**src/rtl/uart_frame_pkg.sv**
```systemverilog
// Shared constants for the UART frame controller: FSM state encoding,
// error codes reported with frame_err, and the default sync value.
package uart_frame_pkg;

  // FSM state encoding
  localparam logic [2:0] HUNT    = 3'd0;
  localparam logic [2:0] LEN_LO  = 3'd1;
  localparam logic [2:0] LEN_HI  = 3'd2;
  localparam logic [2:0] PAYLOAD = 3'd3;
  localparam logic [2:0] CHECK   = 3'd4;

  // Error codes; err_code holds the last one reported
  localparam logic [1:0] ERR_NONE  = 2'b00;
  localparam logic [1:0] ERR_CKSUM = 2'b01;
  localparam logic [1:0] ERR_OVF   = 2'b10;
  localparam logic [1:0] ERR_TMO   = 2'b11;

  localparam logic [7:0] DEFAULT_SYNC_BYTE = 8'hA5;

  // Idle clock cycles that count as a line gap: GAP_BYTES byte-times of
  // 10 bit-times each (start + 8 data + stop).
  function automatic int unsigned timeout_cycles(input int unsigned clk_freq,
                                                 input int unsigned baud_rate,
                                                 input int unsigned gap_bytes);
    return gap_bytes * 10 * (clk_freq / baud_rate);
  endfunction

endpackage

```
**src/rtl/uart_frame_controller_byte_fifo.sv**
```systemverilog
// Synchronous byte FIFO. A push is accepted when not full, or when full
// with a same-cycle pop. Read data comes straight from storage, so it is
// stable for as long as the head entry is not popped; it reads 0 when empty.
module byte_fifo
  import uart_frame_pkg::*;
#(
  parameter int unsigned DEPTH = 16,
  parameter int unsigned WIDTH = 8
) (
  input  logic             clk,
  input  logic             rst,
  input  logic             push,
  input  logic [WIDTH-1:0] push_data,
  input  logic             pop,
  output logic [WIDTH-1:0] pop_data,
  output logic             full,
  output logic             empty
);

  localparam int unsigned AW    = $clog2(DEPTH);
  localparam int unsigned CNT_W = AW + 1;

  logic [WIDTH-1:0] mem [DEPTH];
  logic [AW-1:0]    wr_ptr;
  logic [AW-1:0]    rd_ptr;
  logic [CNT_W-1:0] count;
  logic             do_push;
  logic             do_pop;

  assign full    = (count == CNT_W'(DEPTH));
  assign empty   = (count == '0);
  assign do_pop  = pop && !empty;
  assign do_push = push && (!full || pop);

  // Storage write
  // NOTE: the data array has no reset; only pointers and occupancy define
  // what is valid, so resetting storage would just add reset fan-out.
  always_ff @(posedge clk) begin
    if (do_push) mem[wr_ptr] <= push_data;
  end

  // Pointer and occupancy update; pointers wrap modulo DEPTH
  // NOTE: all sequential state uses non-blocking assignments so every
  // register samples pre-edge values regardless of statement order.
  always_ff @(posedge clk or negedge rst) begin
    if (!rst) begin
      wr_ptr <= '0;
      rd_ptr <= '0;
      count  <= '0;
    end else begin
      if (do_push) wr_ptr <= wr_ptr + 1'b1;
      if (do_pop)  rd_ptr <= rd_ptr + 1'b1;
      case ({do_push, do_pop})
        2'b10:   count <= count + 1'b1;
        2'b01:   count <= count - 1'b1;
        default: count <= count;
      endcase
    end
  end

  assign pop_data = empty ? '0 : mem[rd_ptr];

endmodule

```
**src/rtl/uart_frame_controller.sv**
```systemverilog
// UART frame controller: assembles LSB-first bytes from receiver bit
// pulses, hunts for the sync byte, parses a 16-bit little-endian length,
// forwards payload through a small FIFO and checks an XOR checksum.
// A line gap of GAP_BYTES byte-times resynchronises the bit counter and
// aborts any frame in progress.
module uart_frame_controller
  import uart_frame_pkg::*;
#(
  parameter int unsigned CLK_FREQ   = 100_000_000,
  parameter int unsigned BAUD_RATE  = 115_200,
  parameter int unsigned FIFO_DEPTH = 16,
  parameter logic [7:0]  SYNC_BYTE  = DEFAULT_SYNC_BYTE,
  parameter int unsigned GAP_BYTES  = 4
) (
  input  logic       clk,
  input  logic       rst,
  input  logic       rx_bit,
  input  logic       rx_valid,
  output logic [7:0] m_data,
  output logic       m_valid,
  input  logic       m_ready,
  output logic       frame_start,
  output logic       frame_done,
  output logic       frame_err,
  output logic [1:0] err_code,
  output logic       busy
);

  localparam int unsigned TIMEOUT = timeout_cycles(CLK_FREQ, BAUD_RATE, GAP_BYTES);
  localparam int unsigned GAP_W   = $clog2(TIMEOUT + 1);
  localparam logic [GAP_W-1:0] GAP_MAX  = GAP_W'(TIMEOUT);
  localparam logic [GAP_W-1:0] GAP_LAST = GAP_W'(TIMEOUT - 1);

  logic [GAP_W-1:0] gap_cnt;
  logic             gap_timeout;
  logic [7:0]       shift_reg;
  logic [2:0]       bit_cnt;
  logic             byte_valid;
  logic [2:0]       state;
  logic [7:0]       len_lo;
  logic [15:0]      remaining;
  logic [7:0]       checksum;
  logic             ovf;
  logic             fifo_push;
  logic             fifo_pop;
  logic             fifo_full;
  logic             fifo_empty;

  // Gap timer: cleared by each bit pulse, otherwise counts up and saturates
  always_ff @(posedge clk or negedge rst) begin
    if (!rst) begin
      gap_cnt <= '0;
    end else if (rx_valid) begin
      gap_cnt <= '0;
    end else if (gap_cnt != GAP_MAX) begin
      gap_cnt <= gap_cnt + 1'b1;
    end
  end

  // Single-cycle strobe on the cycle the timer reaches TIMEOUT
  assign gap_timeout = !rx_valid && (gap_cnt == GAP_LAST);

  // Byte assembler: LSB-first shift; the 8th bit raises byte_valid for one
  // cycle, during which shift_reg holds the complete byte.
  always_ff @(posedge clk or negedge rst) begin
    if (!rst) begin
      shift_reg  <= '0;
      bit_cnt    <= '0;
      byte_valid <= 1'b0;
    end else begin
      byte_valid <= 1'b0;
      if (rx_valid) begin
        shift_reg <= {rx_bit, shift_reg[7:1]};
        bit_cnt   <= bit_cnt + 3'd1;
        if (bit_cnt == 3'd7) byte_valid <= 1'b1;
      end else if (gap_timeout) begin
        bit_cnt <= '0;
      end
    end
  end

  // Frame FSM; a timeout abort takes priority over byte processing
  always_ff @(posedge clk or negedge rst) begin
    if (!rst) begin
      state       <= HUNT;
      len_lo      <= '0;
      remaining   <= '0;
      checksum    <= '0;
      ovf         <= 1'b0;
      frame_start <= 1'b0;
      frame_done  <= 1'b0;
      frame_err   <= 1'b0;
      err_code    <= ERR_NONE;
    end else begin
      frame_start <= 1'b0;
      frame_done  <= 1'b0;
      frame_err   <= 1'b0;
      if (gap_timeout && (state != HUNT)) begin
        frame_err <= 1'b1;
        err_code  <= ERR_TMO;
        state     <= HUNT;
        ovf       <= 1'b0;
      end else if (byte_valid) begin
        case (state)
          HUNT: begin
            if (shift_reg == SYNC_BYTE) begin
              state       <= LEN_LO;
              frame_start <= 1'b1;
            end
          end
          LEN_LO: begin
            len_lo <= shift_reg;
            state  <= LEN_HI;
          end
          LEN_HI: begin
            // Checksum is cleared for zero-length frames too, so their
            // check byte is always compared against 00.
            remaining <= {shift_reg, len_lo};
            checksum  <= '0;
            state     <= ({shift_reg, len_lo} == 16'd0) ? CHECK : PAYLOAD;
          end
          PAYLOAD: begin
            checksum  <= checksum ^ shift_reg;
            remaining <= remaining - 16'd1;
            if (fifo_full && !fifo_pop) ovf <= 1'b1;
            if (remaining == 16'd1) state <= CHECK;
          end
          CHECK: begin
            if (ovf) begin
              frame_err <= 1'b1;
              err_code  <= ERR_OVF;
            end else if (shift_reg != checksum) begin
              frame_err <= 1'b1;
              err_code  <= ERR_CKSUM;
            end else begin
              frame_done <= 1'b1;
            end
            state <= HUNT;
            ovf   <= 1'b0;
          end
          default: state <= HUNT;
        endcase
      end
    end
  end

  // Payload bytes are pushed in the byte_valid cycle; a full FIFO without a
  // same-cycle pop drops the byte inside the FIFO (flagged above as ovf).
  assign fifo_push = byte_valid && (state == PAYLOAD) && !gap_timeout;
  assign fifo_pop  = m_valid && m_ready;
  assign m_valid   = !fifo_empty;
  assign busy      = (state != HUNT);

  byte_fifo #(
    .DEPTH (FIFO_DEPTH),
    .WIDTH (8)
  ) u_fifo (
    .clk       (clk),
    .rst       (rst),
    .push      (fifo_push),
    .push_data (shift_reg),
    .pop       (fifo_pop),
    .pop_data  (m_data),
    .full      (fifo_full),
    .empty     (fifo_empty)
  );

endmodule

```
**config.mk**
```make
export PLATFORM = sky130hd
export DESIGN_NAME = uart_frame_controller
export DESIGN_NICKNAME = d
export VERILOG_FILES = /design/src/rtl/uart_frame_pkg.sv /design/src/rtl/uart_frame_controller_byte_fifo.sv /design/src/rtl/uart_frame_controller.sv
export SDC_FILE = /design/constraint.sdc
export NUM_CORES = 1
export LEC_CHECK = 0
export CAP_MARGIN = 20
export CORE_AREA = 2 2 140 142
export CTS_CLUSTER_SIZE = 28
export DETAILED_ROUTE_END_ITERATION = 6
export DIE_AREA = 0 0 142 144
export PLACE_DENSITY = 0.68
export SYNTH_ARGS = -nofsm -noshare
export SYNTH_HDL_FRONTEND = slang
export SYNTH_SLANG_ARGS = --single-unit
```
**constraint.sdc**
```tcl
create_clock -name clk -period 4.55 [get_ports clk]
set_input_delay 0.91 -clock clk [delete_from_list [all_inputs] [get_ports clk]]
set_output_delay 0.91 -clock clk [all_outputs]
set_load 0.01 [all_outputs]
```
==> results of run 1 <==
-- worst paths after layout --
path	slack (ns)	to	cells past startpoint	start
max reg2reg	0.86	u_fifo.count[4]	13	u_fifo.count[1]
max	0.24	m_data[2]	5	u_fifo.rd_ptr[0]
min	0.39	u_fifo.wr_ptr[3]	1	rst
max in group asynchronous	3.20	state[2]	2	rst
min reg2reg	0.50	bit_cnt[0]	1	bit_cnt[0]
min in group clk	0.50	bit_cnt[0]	1	bit_cnt[0]
-- metrics by stage --
stage                     area, um2  worst slack, ns  hold slack, ns
after floorplan                9330             1.06           0.453
after global placement         9730            0.769           0.476
after detailed placement       9730            0.583           0.497
after CTS                     10500            0.167           0.392
after global routing          10500           0.0115           0.421
final                         10500            0.244           0.391
-- cells in the final DEF (no fill, tap or decap), drive strengths merged, types with 8 or more instances in the layout --
cell	count
nor2b	12
xor2	19
nor2	46
o21ai	35
clkdlybuf4s50	18
and3	22
clkbuf	29
nand3	8
a21oi	27
xnor2	14
nand2b	11
mux4	40
dfrtp	82
ha	15
buf	10
nor3	10
nor4	9
mux2	19
nand2	32
nand4	9
inv	15
edfxtp	128
-- cell type report --
cell class | instances | area (um2)
clock buffers | 29 | 598
clock inverters | 13 | 198
fillers | 1468 | 8550
inverters | 14 | 52.6
multi-input cells | 394 | 3230
flip-flops and latches | 210 | 5900
well taps | 238 | 298
repair buffers | 28 | 255
-- power by group through the flow --
stage	combinational [mW]	sequential, mW	clock, mW
3_3_place_gp	1.34	2.68	0
6_report	1.37	2.66	1.94
2_1_floorplan	1.14	2.43	0
4_1_cts	1.39	2.66	1.98
5_1_grt	1.50	2.71	2.07
3_5_place_dp	1.38	2.70	0
-- cell families after synthesis --
family	Yosys count	synth area share (%)
and+or+nand+nor	187	11.0
DFF	210	63.2
muxes	61	12.2
buffers and inverters	51	2.20
AOI/OAI and AO/OA	98	6.33
adders and majority gates	15	2.01
xor gates and xnor gates	33	3.10
-- routing by layer --
metal | routed length (um) | GRT usage, % | share of wire (%) | up-vias
met1 | 8630 | 27.5 | 45 | 2859
met3 | 1130 | 3.28 | 5.8 | 29
met2 | 9300 | 32.7 | 48 | 190
li1 | - | - | - | 2522
met4 | 296 | 4.47 | 1.5 | 0
met5 | 0 | 0 | 0 | -
==> flow_summary.ini, run 1 <==
[critical_path]
slowest_delay_ns = 0.90
worstSetupPathType = reg -> out
crit_path_max_fanout = 25
cp-end-kind = output pin
required_ns = 3.64
crit_chain = buf_4 -> mux4_2 -> mux4_2 -> nor2b_1 -> clkdlybuf4s50_1
worst_setup_path_start_kind = flip-flop
cpMaxStageDelayCell = dfrtp_2
crit_family = multiplexers
critPathBufInv = 2
path_common_cell = mux4_2
arrival_ns = 3.40

[power]
p_switching_mw = 1.71
power.share.clock_pct = 32.5
ir_drop_mv = 0.378
cellPowerDensity_nw_per_um2 = 568
finalPower_mw = 5.98
pwr-share-seq_pct = 44.5
p_leak_nw = 3.90
p_sw_share_pct = 28.7
comb_power_share_pct = 23.0
cell_internal_pwr_mw = 4.26

[timing]
fmax_ghz = 0.232
clock-skew-final_ns = 0.0149
setup_violations = 0
rsz0062_at_grt = false
maxSlewHeadroom_pct = 34.6
fin_setup_tns_ns = 0
fin_crit_sh_pct = 94.6
layout_min_cycle_time_ns = 4.31
slew_viol_final = 0
worstMarginPinSlew_ns = 0.981
final-hold-violation-count = 0

[job]
maxCapViolCount = 0

[route]
viasPerCell = 6.05
wl_mm = 19.4
ant_nets = 0
routedWlPerCell_um = 20.9
via_count = 5600
drt_iter0_drc = 426
drc_errors = 0
drt-pass1-iter-count = 5

[yosys]
synth-edff-count = 128
ys.flop_type = edfxtp_1
synth_warnings = 0
synthMostInstantiatedCell = edfxtp_1
ys_seq_elements = 210
netlist_top_cells_area = edfxtp_1, dfrtp_1, mux4_2
synth_fp_nets = 675
synth_seq_area_share_pct = 63.2
netlist_instances = 655
synth_cell_type_count = 58
synth.top_cell.area_share_pct = 41.2
syn_area_per_cell_um2 = 14.2
synth_area_um2 = 9330
async_reset_ff_share_pct = 39.0
synth_top_area_cell = edfxtp_1
yosys-top-cells-count = edfxtp_1, dfrtp_1, nor2_1, mux4_2, o21ai_0

[cts]
ctsHoldBuffers = 0
tritoncts = built
insertion_delay_ns = 0.51
cts_sinks = 210
clock_path_buffers = 3
postCtsSetupRepairBufs = 0
cts_resized = 0
clk_pin_slew_ns = 0.06
htreeDepth = 1
cts_made_buffers = 23
clock-root-buffer = clkbuf_16

[die]
die_h_um = 144
start_util_pct = 48.9
ios = 20
row_count = 51
fp.dieArea_um2 = 20400
coreArea_um2 = 19100
die_x_um = 142

[global_route]
grt_pass1_wl_mm = 31.1
grt_pass1_vias = 5607
grt.total_usage_pct = 19.6
grt_max_degree = 43
grt_antenna_before_repair = 0
overflow = 0

[cells_and_area]
largest-register = u_fifo.mem
largest_reg_flops = 128
antennaDiodeCount = 0
instances_no_fill = 926
nNetsFinal = 691
reg_top3 = u_fifo.mem (128), gap_cnt (16), remaining (16)
drive_above_1_share_pct = 16.1
final_util_pct = 55.2
syn2layout_area_growth_pct = 12.9

[placed_design]
gp_congestion = 0.860
port_buffers = 19
detailed_place_hpwl_mm = 12.2
placed_cells = 884

[status]
status = completed

[hold_path]
min_path_type = in -> async
Power figures use the tool's default switching activity.
==> inputs of run 2 (changes only) <==
--- a/config.mk
+++ b/config.mk
@@ -11,4 +11,5 @@
 export DETAILED_ROUTE_END_ITERATION = 6
 export DIE_AREA = 0 0 142 144
+export GPL_ROUTABILITY_DRIVEN = 1
 export PLACE_DENSITY = 0.68
 export SYNTH_ARGS = -nofsm -noshare
==> constraint.sdc (replaced) <==
create_clock -name clk -period 4.55 [get_ports clk]
set_input_delay 0.455 -clock clk [delete_from_list [all_inputs] [get_ports clk]]
set_output_delay 0.455 -clock clk [all_outputs]
set_load 0.01 [all_outputs]
==> flow_summary.ini, run 2 (synthesis results as in run 1) <==
[cells_and_area]
layout_commonest_cell = edfxtp_1
most-common-layout-cells = edfxtp_1, dfrtp_1, nor2_1, mux4_2, o21ai_0
largest-register = u_fifo.mem
reg_top3 = u_fifo.mem (128), gap_cnt (16), remaining (16)
fillCellCount = 1520
final_util_pct = 54.6
largest_reg_flops = 128
nNetsFinal = 689
drive_above_1_share_pct = 15.4
antennaDiodeCount = 0
syn2layout_area_growth_pct = 11.7

[critical_path]
slowest_delay_ns = 0.59
crit_chain = or4_1 -> o311ai_0 -> a211oi_2 -> buf_4 -> inv_1 -> ha_1 -> xor2_1 -> ha_1 -> a21boi_0 -> o221ai_1 -> a21o_1 -> a21oi_1 -> xnor2_1
startpoint = u_fifo.count[1]
crit_path_max_fanout = 22
crit_family = compound AO/OA/AOI/OAI gates
worst_setup_path_start_kind = flip-flop
reg2regPathDepth = 13
arrival_ns = 4.08
critPathBufInv = 2
cp.depth = 13
reg2reg_from = u_fifo.count[1]
path_common_cell = ha_1
cpMaxStageDelayCell = or4_1
cp-end-kind = flip-flop
worstSetupPathType = reg -> reg
required_ns = 4.97

[power]
pwr-share-seq_pct = 45.6
cell_internal_pwr_mw = 4.00
p_leak_nw = 3.85
power.share.clock_pct = 29.2
p_sw_share_pct = 29.8
ir_drop_mv = 0.285
comb_power_share_pct = 25.2
cellPowerDensity_nw_per_um2 = 548
p_switching_mw = 1.70

[die]
coreArea_um2 = 19100
row_count = 51
fp.dieArea_um2 = 20400
ios = 20
die_h_um = 144
die_x_um = 142
start_util_pct = 48.9

[cts]
clock-root-buffer = clkbuf_16
insertion_delay_ns = 0.49
clock_path_buffers = 3
htreeDepth = 1
postCtsSetupRepairBufs = 0
clk_pin_slew_ns = 0.05
cts_sinks = 210
tritoncts = built
cts_made_buffers = 22

[timing]
maxSlewHeadroom_pct = 36.3
setup_violations = 0
slew_viol_final = 0
worstMarginPinSlew_ns = 0.952
layout_min_cycle_time_ns = 3.66
fin_crit_sh_pct = 80.5
final-hold-violation-count = 0
fmax_ghz = 0.273
clock-skew-final_ns = 0.00837
fin_setup_tns_ns = 0
rsz0062_at_grt = false

[route]
ant_nets = 0
drt_iter0_drc = 392
wl_mm = 19.3
drt-pass1-iter-count = 5
drc_errors = 0
viasPerCell = 6.07
routedWlPerCell_um = 21.0
via_count = 5594

[hold_path]
min_path_type = in -> async

[global_route]
grt_max_degree = 83
grt_pass1_wl_mm = 31.4
grt.total_usage_pct = 19.7
overflow = 0
grt_antenna_before_repair = 0
grt_pass1_vias = 5711

[job]
maxCapViolCount = 0

[placed_design]
port_buffers = 19
detailed_place_hpwl_mm = 12.1
gp_congestion = 0.869

[status]
status = completed
run 2: changes by cell type in the layout (fill, tap and decap cells not counted), moves of 2 or more:
| cell | previous run | this run |
|---|---|---|
| buf_4 | 10 | 7 |
| bufinv_16 | 5 | 0 |
| clkbuf_1 | 6 | 4 |
| clkbuf_8 | 0 | 3 |
| clkinv_1 | 2 | 4 |
run 2: cell type report:
type / count / area (um2) / area share (%)
Multi-Input combinational cell: 394 / 3230 / 31.0
Timing Repair Buffer: 27 / 270 / 2.59
Clock inverter: 8 / 35.0 / 0.336
Inverter: 14 / 52.6 / 0.505
Sequential cell: 210 / 5900 / 56.6
Clock buffer: 30 / 632 / 6.07
Tap cell: 238 / 298 / 2.86
run 2: worst register-to-register path, stage by stage (launching register included):
cell and delay (ns):
dfrtp_1 0.45, or4_1 0.59, o311ai_0 0.40, a211oi_2 0.09
buf_4 0.21, inv_1 0.09, ha_1 0.37, xor2_1 0.19
ha_1 0.21, a21boi_0 0.27, o221ai_1 0.20, a21o_1 0.21
a21oi_1 0.16, xnor2_1 0.13
run 2: through the flow:
stage / setup WS, ns / total power [mW] / area (um2) / hold slack (ns) / std cells
6_report: 0.887 / 5.70 / 10400 / 0.448 / 921
5_1_grt: 0.573 / 5.98 / 10400 / 0.493 / 921
4_1_cts: 0.856 / 5.74 / 10400 / 0.191 / 918
3_5_place_dp: 0.929 / 4.08 / 9700 / 0.484 / 880
3_3_place_gp: 1.15 / 4.02 / 9700 / 0.471 / 880
2_1_floorplan: 1.06 / 3.56 / 9330 / 0.159 / 655
run 2: repair_timing:
item / in CTS / in global routing
hold endpoints to repair: 0 / 32
gates resized for setup: 0 / 0
hold buffers: 0 / 1
run 2: per-layer routing:
layer  global-route usage, %  wire length (um)
met1                    26.7              8460
met5                       0                 0
met3                    2.88               706
met4                    4.53               382
met2                    33.9              9770
run 2: power groups by stage:
stage	combinational (mW)	clock, mW	sequential [mW]
finish	1.44	1.66	2.60
global route	1.57	1.77	2.64
CTS	1.45	1.69	2.60
detailed placement	1.45	0	2.63
floorplan	1.14	0	2.43
global placement	1.41	0	2.61
run 2: path summary, 6_finish.rpt:
| kind | end | slack, ns |
|---|---|---|
| min in group clk | bit_cnt[0] | 0.50 |
| min reg2reg | bit_cnt[0] | 0.50 |
| max | u_fifo.count[4] | 0.89 |
| max reg2reg | u_fifo.count[4] | 0.89 |
| min | u_fifo.count[4] | 0.45 |
| max in group asynchronous | remaining[6] | 3.50 |
